--- src/rtl/store_buffer_pkg.sv ---
// store_buffer_pkg: shared store-op encodings, byte-enable constants and the
// buffered entry layout used by store_buffer and store_lane_pack.
package store_buffer_pkg;

    localparam logic [1:0] ST_SW  = 2'b00;
    localparam logic [1:0] ST_SH  = 2'b01;
    localparam logic [1:0] ST_SB  = 2'b10;
    localparam logic [1:0] ST_RSV = 2'b11;

    localparam logic [3:0] BE_WORD    = 4'b1111;
    localparam logic [3:0] BE_HALF_LO = 4'b0011;
    localparam logic [3:0] BE_HALF_HI = 4'b1100;
    localparam logic [3:0] BE_BYTE0   = 4'b0001;

    // One buffered store: word address (bits [31:2]), lane data, byte enables.
    typedef struct packed {
        logic [29:0] word_addr;
        logic [31:0] wdata;
        logic [3:0]  be;
    } sb_entry_t;

endpackage

--- src/rtl/store_buffer_lane_pack.sv ---
// store_lane_pack: combinational store narrowing. Replicates the store value
// across byte lanes and selects byte enables from the op and low address bits.
// Ports:
//   op      in  2   store width (ST_SW / ST_SH / ST_SB / ST_RSV)
//   addr_lo in  2   byte address bits [1:0]
//   data    in  32  register data, value in low bits
//   be      out 4   byte enables (0 for the reserved op)
//   wdata   out 32  lane-replicated write data
module store_lane_pack
    import store_buffer_pkg::*;
(
    input  logic [1:0]  op,
    input  logic [1:0]  addr_lo,
    input  logic [31:0] data,
    output logic [3:0]  be,
    output logic [31:0] wdata
);

    always_comb begin
        be    = '0;
        wdata = '0;
        case (op)
            ST_SW: begin
                be    = BE_WORD;
                wdata = data;
            end
            ST_SH: begin
                be    = addr_lo[1] ? BE_HALF_HI : BE_HALF_LO;
                wdata = {2{data[15:0]}};
            end
            ST_SB: begin
                be    = BE_BYTE0 << addr_lo;
                wdata = {4{data[7:0]}};
            end
            default: ;
        endcase
    end

endmodule

--- src/rtl/store_buffer.sv ---
// store_buffer: DEPTH-entry in-order store FIFO between the MEM stage and data
// memory. Accepted stores are narrowed by store_lane_pack and presented from
// the head entry one cycle later; the head pops on mem_req && mem_ack.
// Optional feature macro: STORE_ALIGN_CHECK_EN -- when defined, misaligned sw/sh
// are dropped and flagged with a one-cycle align_err pulse; otherwise align_err
// is tied low and the offending low address bits are ignored.
// Ports:
//   clk, reset (async, active-low)
//   st_valid/st_ready, st_op, st_addr, st_data   store request
//   mem_req/mem_ack, mem_addr, mem_wdata, mem_be head entry to memory
//   count                                        occupied entries
//   align_err                                    misaligned-store pulse
module store_buffer
    import store_buffer_pkg::*;
#(
    parameter int DEPTH = 2
) (
    input  logic                     clk,
    input  logic                     reset,
    input  logic                     st_valid,
    output logic                     st_ready,
    input  logic [1:0]               st_op,
    input  logic [31:0]              st_addr,
    input  logic [31:0]              st_data,
    output logic                     mem_req,
    input  logic                     mem_ack,
    output logic [31:0]              mem_addr,
    output logic [31:0]              mem_wdata,
    output logic [3:0]               mem_be,
    output logic [$clog2(DEPTH):0]   count,
    output logic                     align_err
);

    localparam int PW = $clog2(DEPTH);
    localparam logic [PW:0] FULL_CNT = (PW+1)'(DEPTH);

    logic [PW-1:0] wr_ptr_q, rd_ptr_q;
    logic [PW:0]   count_q, count_d;
    sb_entry_t     fifo_mem [DEPTH];

    logic [3:0]  pack_be;
    logic [31:0] pack_wdata;
    logic        accept, misaligned, push, pop;

    store_lane_pack u_lane_pack (
        .op      (st_op),
        .addr_lo (st_addr[1:0]),
        .data    (st_data),
        .be      (pack_be),
        .wdata   (pack_wdata)
    );

    assign st_ready = (count_q != FULL_CNT);
    assign accept   = st_valid && st_ready;

`ifdef STORE_ALIGN_CHECK_EN
    assign misaligned = ((st_op == ST_SW) && (st_addr[1:0] != 2'b00)) ||
                        ((st_op == ST_SH) && st_addr[0]);

    logic align_err_q;
    always_ff @(posedge clk or negedge reset) begin
        if (!reset) begin
            align_err_q <= 1'b0;
        end else begin
            align_err_q <= accept && misaligned;
        end
    end
    assign align_err = align_err_q;
`else
    assign misaligned = 1'b0;
    assign align_err  = 1'b0;
`endif

    // Reserved op is handshaken but never enqueued.
    assign push = accept && (st_op != ST_RSV) && !misaligned;
    assign pop  = mem_req && mem_ack;

    always_comb begin
        count_d = count_q;
        case ({push, pop})
            2'b10:   count_d = count_q + (PW+1)'(1);
            2'b01:   count_d = count_q - (PW+1)'(1);
            default: ;
        endcase
    end

    always_ff @(posedge clk or negedge reset) begin
        if (!reset) begin
            wr_ptr_q <= '0;
            rd_ptr_q <= '0;
            count_q  <= '0;
        end else begin
            count_q <= count_d;
            if (push) wr_ptr_q <= wr_ptr_q + PW'(1);
            if (pop)  rd_ptr_q <= rd_ptr_q + PW'(1);
        end
    end

    // Storage needs no reset: it is only observed through a nonzero count.
    always_ff @(posedge clk) begin
        if (push) begin
            fifo_mem[wr_ptr_q] <= '{word_addr: st_addr[31:2], wdata: pack_wdata, be: pack_be};
        end
    end

    assign count   = count_q;
    assign mem_req = (count_q != '0);

    // Outputs forced to zero when empty so reset clears them immediately.
    always_comb begin
        mem_addr  = '0;
        mem_wdata = '0;
        mem_be    = '0;
        if (mem_req) begin
            mem_addr  = {fifo_mem[rd_ptr_q].word_addr, 2'b00};
            mem_wdata = fifo_mem[rd_ptr_q].wdata;
            mem_be    = fifo_mem[rd_ptr_q].be;
        end
    end

endmodule

--- config.mk ---
export PLATFORM = sky130hd
export DESIGN_NAME = store_buffer
export DESIGN_NICKNAME = d
export VERILOG_FILES = /design/src/rtl/store_buffer_pkg.sv /design/src/rtl/store_buffer_lane_pack.sv /design/src/rtl/store_buffer.sv
export SDC_FILE = /design/constraint.sdc
export NUM_CORES = 1
export LEC_CHECK = 0
export CAP_MARGIN = 25
export CELL_PAD_IN_SITES_DETAIL_PLACEMENT = 1
export CELL_PAD_IN_SITES_GLOBAL_PLACEMENT = 2
export CORE_ASPECT_RATIO = 0.6
export CORE_MARGIN = 5
export CORE_UTILIZATION = 30
export DETAILED_ROUTE_END_ITERATION = 6
export HOLD_SLACK_MARGIN = 0.03
export PLACE_DENSITY_LB_ADDON = 0.1
export SLEW_MARGIN = 25
export SYNTH_ARGS = -nofsm -noshare
export SYNTH_HDL_FRONTEND = slang
export SYNTH_HIERARCHICAL = 1
export SYNTH_SLANG_ARGS = --single-unit
--- constraint.sdc ---
create_clock -name clk -period 3.9 [get_ports clk]
set_input_delay 0.39 -clock clk [delete_from_list [all_inputs] [get_ports clk]]
set_output_delay 0.39 -clock clk [all_outputs]
set_load 0.005 [all_outputs]
==> results of run 1 <==
[final cells by class]
class / count / area, um2
Timing Repair Buffer: 149 / 1480
Sequential cell: 136 / 4070
Tap cell: 246 / 308
Multi-Input combinational cell: 214 / 1490
Inverter: 11 / 41.3
Fill cell: 1948 / 11000
Clock inverter: 14 / 149
Clock buffer: 17 / 425
[placed cells by master, fill, tap and decap left out]
cell type,count
inv_1,10
nor2_1,68
inv_2,1
clkinv_2,3
dfrtp_4,1
o21ai_1,20
clkdlybuf4s50_1,139
nand2b_1,2
o21ai_0,5
nand3b_1,8
bufinv_16,2
conb_1,3
xor2_1,2
clkbuf_16,17
dfrtp_1,3
buf_4,9
xnor2_1,3
ha_1,1
and2_1,9
edfxtp_1,132
a21o_1,1
clkinv_4,2
clkinvlp_4,4
nand2_1,1
o2bb2ai_1,1
o31ai_1,1
nor2b_1,1
nand3_2,1
o22ai_1,1
nand2_2,1
inv_6,3
mux2i_1,82
nor2_4,3
buf_12,1
[power groups by stage]
stage	sequential, mW	combinational, mW	clock (mW)
after floorplan	2.04	1.06	0
after global placement	2.15	2.06	0
after detailed placement	2.16	2.08	0
after CTS	2.13	2.10	1.60
after global routing	2.16	2.24	1.67
final	2.12	2.03	1.56
[sequential cells by signal, indices dropped and copies added, names as in the netlist]
register  count
count         2
fifo_mem    132
rd_ptr_q      1
wr_ptr_q      1
[critical path, cell delays in order (launching register included)]
cell and delay [ps]:
dfrtp_4 890, buf_4 370, mux2i_1 230, nor2_1 60, clkdlybuf4s50_1 460
[per-stage QoR]
stage	hold slack, ps	utilization [%]
final	173	41.9
after global routing	166	41.9
after CTS	156	41.9
after detailed placement	551	38.9
after global placement	540	38.9
after floorplan	94.4	-
[metal layers]
| layer | GRT usage, % | vias to the layer above |
|---|---|---|
| met5 | 0 | - |
| met4 | 4.23 | 0 |
| met3 | 4.27 | 13 |
| met2 | 20.2 | 83 |
| met1 | 18.9 | 1768 |
| li1 | - | 1693 |
[cells by family after synthesis]
group	after synthesis	share of synthesized area (%)
other	1	0.0649
xor gates and xnor gates	5	0.758
muxes	82	14.2
and+or+nand+nor	94	7.34
AOI/OAI and AO/OA	29	2.69
buffers and inverters	36	4.38
DFF	136	70.3
adders and majority gates	1	0.217
[path summary, 6_finish.rpt]
path	slack [ps]	from	cells past startpoint	to
setup / recovery	1030	rd_ptr_q	4	mem_wdata[29]
hold / removal	170	reset	1	rd_ptr_q
setup reg to reg	1630	count[1]	8	count[1]
hold reg to reg	560	wr_ptr_q	1	wr_ptr_q
max in group asynchronous	3540	reset	1	rd_ptr_q
min in group clk	550	st_addr[17]	1	fifo_mem[0][51]
==> flow_summary_export.csv, run 1 <==
group,metric,value,unit
status,outcome,"finished, final reports clean",
synth,synth_warnings,6,
pwr,internal-power,4.00,mW
worst_setup_path,startpoint_type,"flip-flop",
sta,rsz0062_at_grt,"no",
pwr,p_sw,1.71,mW
placement,dpl_cell_area,7380,um2
pwr,seq_power_share,37.2,%
global_routing,grt_max_degree,53,
synth,ys_seq_area_share,70.3,%
placement,hpwl,9920,um
clocking,clk_latency,420,ps
route,first_pass_iters,4,
synth,synth_area_leaders,"edfxtp_1, mux2i_1, nor2_1",
sta,hold_viol_final,0,
synth,netlist_instances,384,
worst_setup_path,critPathKind,"reg -> out",
global_routing,grt_pass1_vias,3900,
synth,ys.flop_type,"edfxtp_1",
clocking,cts-hold-fix-buffers,0,
placement,place_inst,756,
worst_setup_path,required,3510,ps
global_routing,grt_pass1_wl,22700,um
floorplanning,core_area,19000,um2
floorplanning,die-area,22200,um2
sta,timing.fmax,0.348,GHz
clocking,cts_tree,"done",
synth,synth_cell_types,30,
finish,drive_above_1_share,8.87,%
synth,yosysTopAreaCell,"edfxtp_1",
route,post_drt_wl_per_cell,18.6,um
sta,slew_headroom,51.6,%
synth,netlist_area,5780,um2
floorplanning,die_w,189,um
worst_setup_path,arrival,2480,ps
synth,synth_edf_count,132,
sta,setup_slack,1030,ps
placement,place_ws,1420,ps
clocking,cts_sinks,136,
pwr,ir_worst_vdd,264,uV
route,wl_met1,7180,um
clocking,cts_setup_buffers,0,
placement,place.gp.congestion,0.737,
worst_setup_path,cp_max_fo,39,
finish,nNetsFinal,600,
global_routing,antenna_found_initial,0,
route,drc,0,
sta,skew,8.57,ps
floorplanning,placement_rows,39,
global_routing,grt-ovfl-total,0,
finish,postLayoutCellArea,7960,um2
route,via_count,3557,
finish,area_growth,37.8,%
synth,avgSynthCellArea,15.0,um2
clocking,cts_buffers,17,
route,vias_per_cell,4.52,
pwr,p_clk_share,27.3,%
global_routing,track_usage,13.6,%
finish,antennaDiodeCount,0,
pwr,switching_share,29.9,%
synth,async_reset_ff_share,2.94,%
clocking,clock_path_buffers,2,
floorplanning,die_h,117,um
sta,tns,0,ps
sta,setup_viol,0,
synth,ys_ff_latch,136,
route,drtAntennaViolNets,0,
sta,slew_violations,0,
route,drtIter0Drc,139,
pwr,comb_power_share,35.5,%
sta,final.period_utilization,73.7,%
route,routed_wl,14600,um
route,wl_met2,6480,um
route,top_layer,"met4",
clocking,cts_resized,0,
floorplanning,initial_utilization,30.4,%
clocking,cts.clk_slew.worst_paths,60,ps
job,cap_violations,0,
clocking,root_buffer,"clkbuf_16",
worst_setup_path,end_kind,"primary output",
min_path,hp-class,"in -> async",
finish,fin_cells,787,
pwr,power.density,717,nW/um2
sta,period_minus_slack,2870,ps
clocking,cts_max_level,4,
synth,synth_common_cells,"edfxtp_1, mux2i_1, nor2_1, o21ai_1, buf_4",
route,dr_wl_met3,801,um
pwr,total_power,5.71,mW
sta,max_slew.worst_pin.slew,727,ps
pwr,power_leakage,2.96,nW
floorplanning,ios,143,
synth,yosysMostFrequentCell,"edfxtp_1",
placement,io_buffers,139,
synth,yosysTopAreaCellShare,68.6,%
No activity file was read; power rests on OpenSTA's default activity.
==> run 2: changes to the inputs <==
CORE_UTILIZATION = 34   (was 30)
clock period = 2.8 ns   (was 3.9 ns; I/O delays follow)
==> flow_summary_export.csv, run 2 (synthesis gave the netlist of run 1 again) <==
group,metric,value,unit
floorplanning,placement_rows,36,
worst_setup_path,rr_worst_depth,7,
finish,layout_commonest_cell,"clkdlybuf4s50_1",
placement,hpwl,9650,um
floorplanning,ios,143,
global_routing,antenna_found_initial,0,
finish,nNetsFinal,600,
clocking,clk_latency,410,ps
placement,io_buffers,139,
clocking,cts_setup_buffers,0,
route,drtIter0Drc,151,
route,post_drt_wl_per_cell,17.9,um
global_routing,grt_pass1_wl,21800,um
worst_setup_path,worst_r2r_endpoint,"count[1]",
clocking,cts_tree,"done",
worst_setup_path,required,2520,ps
clocking,cts_sinks,136,
finish,final_cell_mix,"clkdlybuf4s50_1, edfxtp_1, mux2i_1, nor2_1, o21ai_1",
sta,timing.fmax,0.382,GHz
worst_setup_path,startpoint_type,"flip-flop",
finish,largest-register,"fifo_mem",
finish,drive_above_1_share,9.04,%
worst_setup_path,cp_max_fo,29,
route,routed_wl,13800,um
sta,rsz0062_at_grt,"no",
finish,postLayoutCellArea,7920,um2
global_routing,grt_pass1_vias,3927,
sta,setup_viol,0,
finish,area_growth,37.1,%
worst_setup_path,critPathSlowestCell,"dfrtp_4",
global_routing,track_usage,14.4,%
global_routing,grt_max_degree,49,
route,first_pass_iters,5,
sta,hold_viol_final,0,
clocking,cts_buffers,17,
route,drc,0,
placement,place.gp.congestion,0.711,
job,cap_violations,0,
worst_setup_path,r2r-start,"count[0]",
sta,final.period_utilization,93.4,%
worst_setup_path,path_delay_family,"buffers and inverters",
pwr,power.density,994,nW/um2
sta,period_minus_slack,2620,ps
finish,fin_util,48.2,%
clocking,cts_max_level,4,
clocking,cts-hold-fix-buffers,0,
worst_setup_path,arrival,2340,ps
clocking,cts.clk_slew.worst_paths,60,ps
pwr,power_leakage,2.96,nW
worst_setup_path,cpPeakStageDelay,770,ps
sta,slew_violations,0,
route,via_count,3503,
clocking,cts_resized,0,
floorplanning,die_h,111,um
sta,slew_headroom,61.8,%
floorplanning,initial_utilization,35.1,%
worst_setup_path,critPathKind,"reg -> out",
worst_setup_path,crit_buf_inv,2,
finish,fin_cells,770,
floorplanning,die-area,19800,um2
floorplanning,die_w,178,um
worst_setup_path,end_kind,"primary output",
floorplanning,core_area,16400,um2
worst_setup_path,startpoint,"rd_ptr_q",
placement,place_inst,738,
finish,largest_reg_flops,132,
global_routing,grt-ovfl-total,0,
route,drtAntennaViolNets,0,
placement,dpl_cell_area,7360,um2
worst_setup_path,path_cells,"buf_12 -> mux2i_1 -> nor2_1 -> clkdlybuf4s50_1",
status,outcome,"finished, final reports clean",
min_path,hp-class,"in -> async",
sta,max_slew.worst_pin.slew,573,ps
finish,antennaDiodeCount,0,
worst_setup_path,reg2reg_slack,790,ps
clocking,root_buffer,"clkbuf_16",
route,vias_per_cell,4.55,
finish,fillers,1641,
clocking,clock_path_buffers,2,
pwr,total_power,7.87,mW
sta,skew,9.62,ps
pwr,ir_worst_vdd,544,uV
-- run 2: cell count changes in the layout (fill, tap and decap cells not counted) --
| cell | before | now |
|---|---|---|
| clkinv_2 | 3 | 1 |
| inv_6 | 3 | 6 |
| bufinv_16 | 2 | 1 |
| clkinv_4 | 2 | 4 |
| clkdlybuf4s50_1 | 139 | 138 |
| buf_2 | 0 | 1 |
| clkinv_1 | 0 | 1 |
| clkinvlp_4 | 4 | 2 |
-- run 2: worst max-delay path by stage --
stage / to / slack [ps] / cells after the start
2_1_floorplan: fifo_mem[0][0] / -90 / 3
3_3_place_gp: mem_wdata[22] / 590 / 4
3_5_place_dp: mem_wdata[6] / 600 / 4
4_1_cts: mem_wdata[6] / 150 / 4
5_1_grt: mem_wdata[6] / 60 / 4
6_report: mem_addr[12] / 180 / 4
-- run 2: layer usage --
layer,track usage [%],wire length [um],up-vias
met2,21.9,6280,87
met3,4.19,769,8
li1,-,-,1684
met4,4.24,82,0
met1,20.0,6660,1724
met5,0,0,-
-- run 2: through the flow --
stage	TNS [ps]	worst slack, ps	hold slack (ps)
floorplan	-12390	-93.9	-15.6
global placement	0	594	502
detailed placement	0	598	501
CTS	0	146	57.8
global route	0	57.1	70.8
finish	0	185	75.6
-- run 2: power by group --
group / switching, mW / leakage [nW] / internal, mW
clock: 0.880 / 0.273 / 1.24
sequential: 0.223 / 1.27 / 2.69
combinational: 1.27 / 1.42 / 1.57
-- run 2: area by class of cell --
class	instances	area [um2]	area share, %
clock buffers	17	425	5.37
inverters	11	41.3	0.521
multi-input cells	214	1490	18.8
repair buffers	149	1470	18.6
flip-flops and latches	136	4070	51.3
well taps	228	285	3.60
clock inverters	15	141	1.78
==> run 3: changes to the inputs <==
SLEW_MARGIN = unset   (was 25)
==> results of run 3 <==
No change in the layout: final DEF, timing and power equal those of run 2.
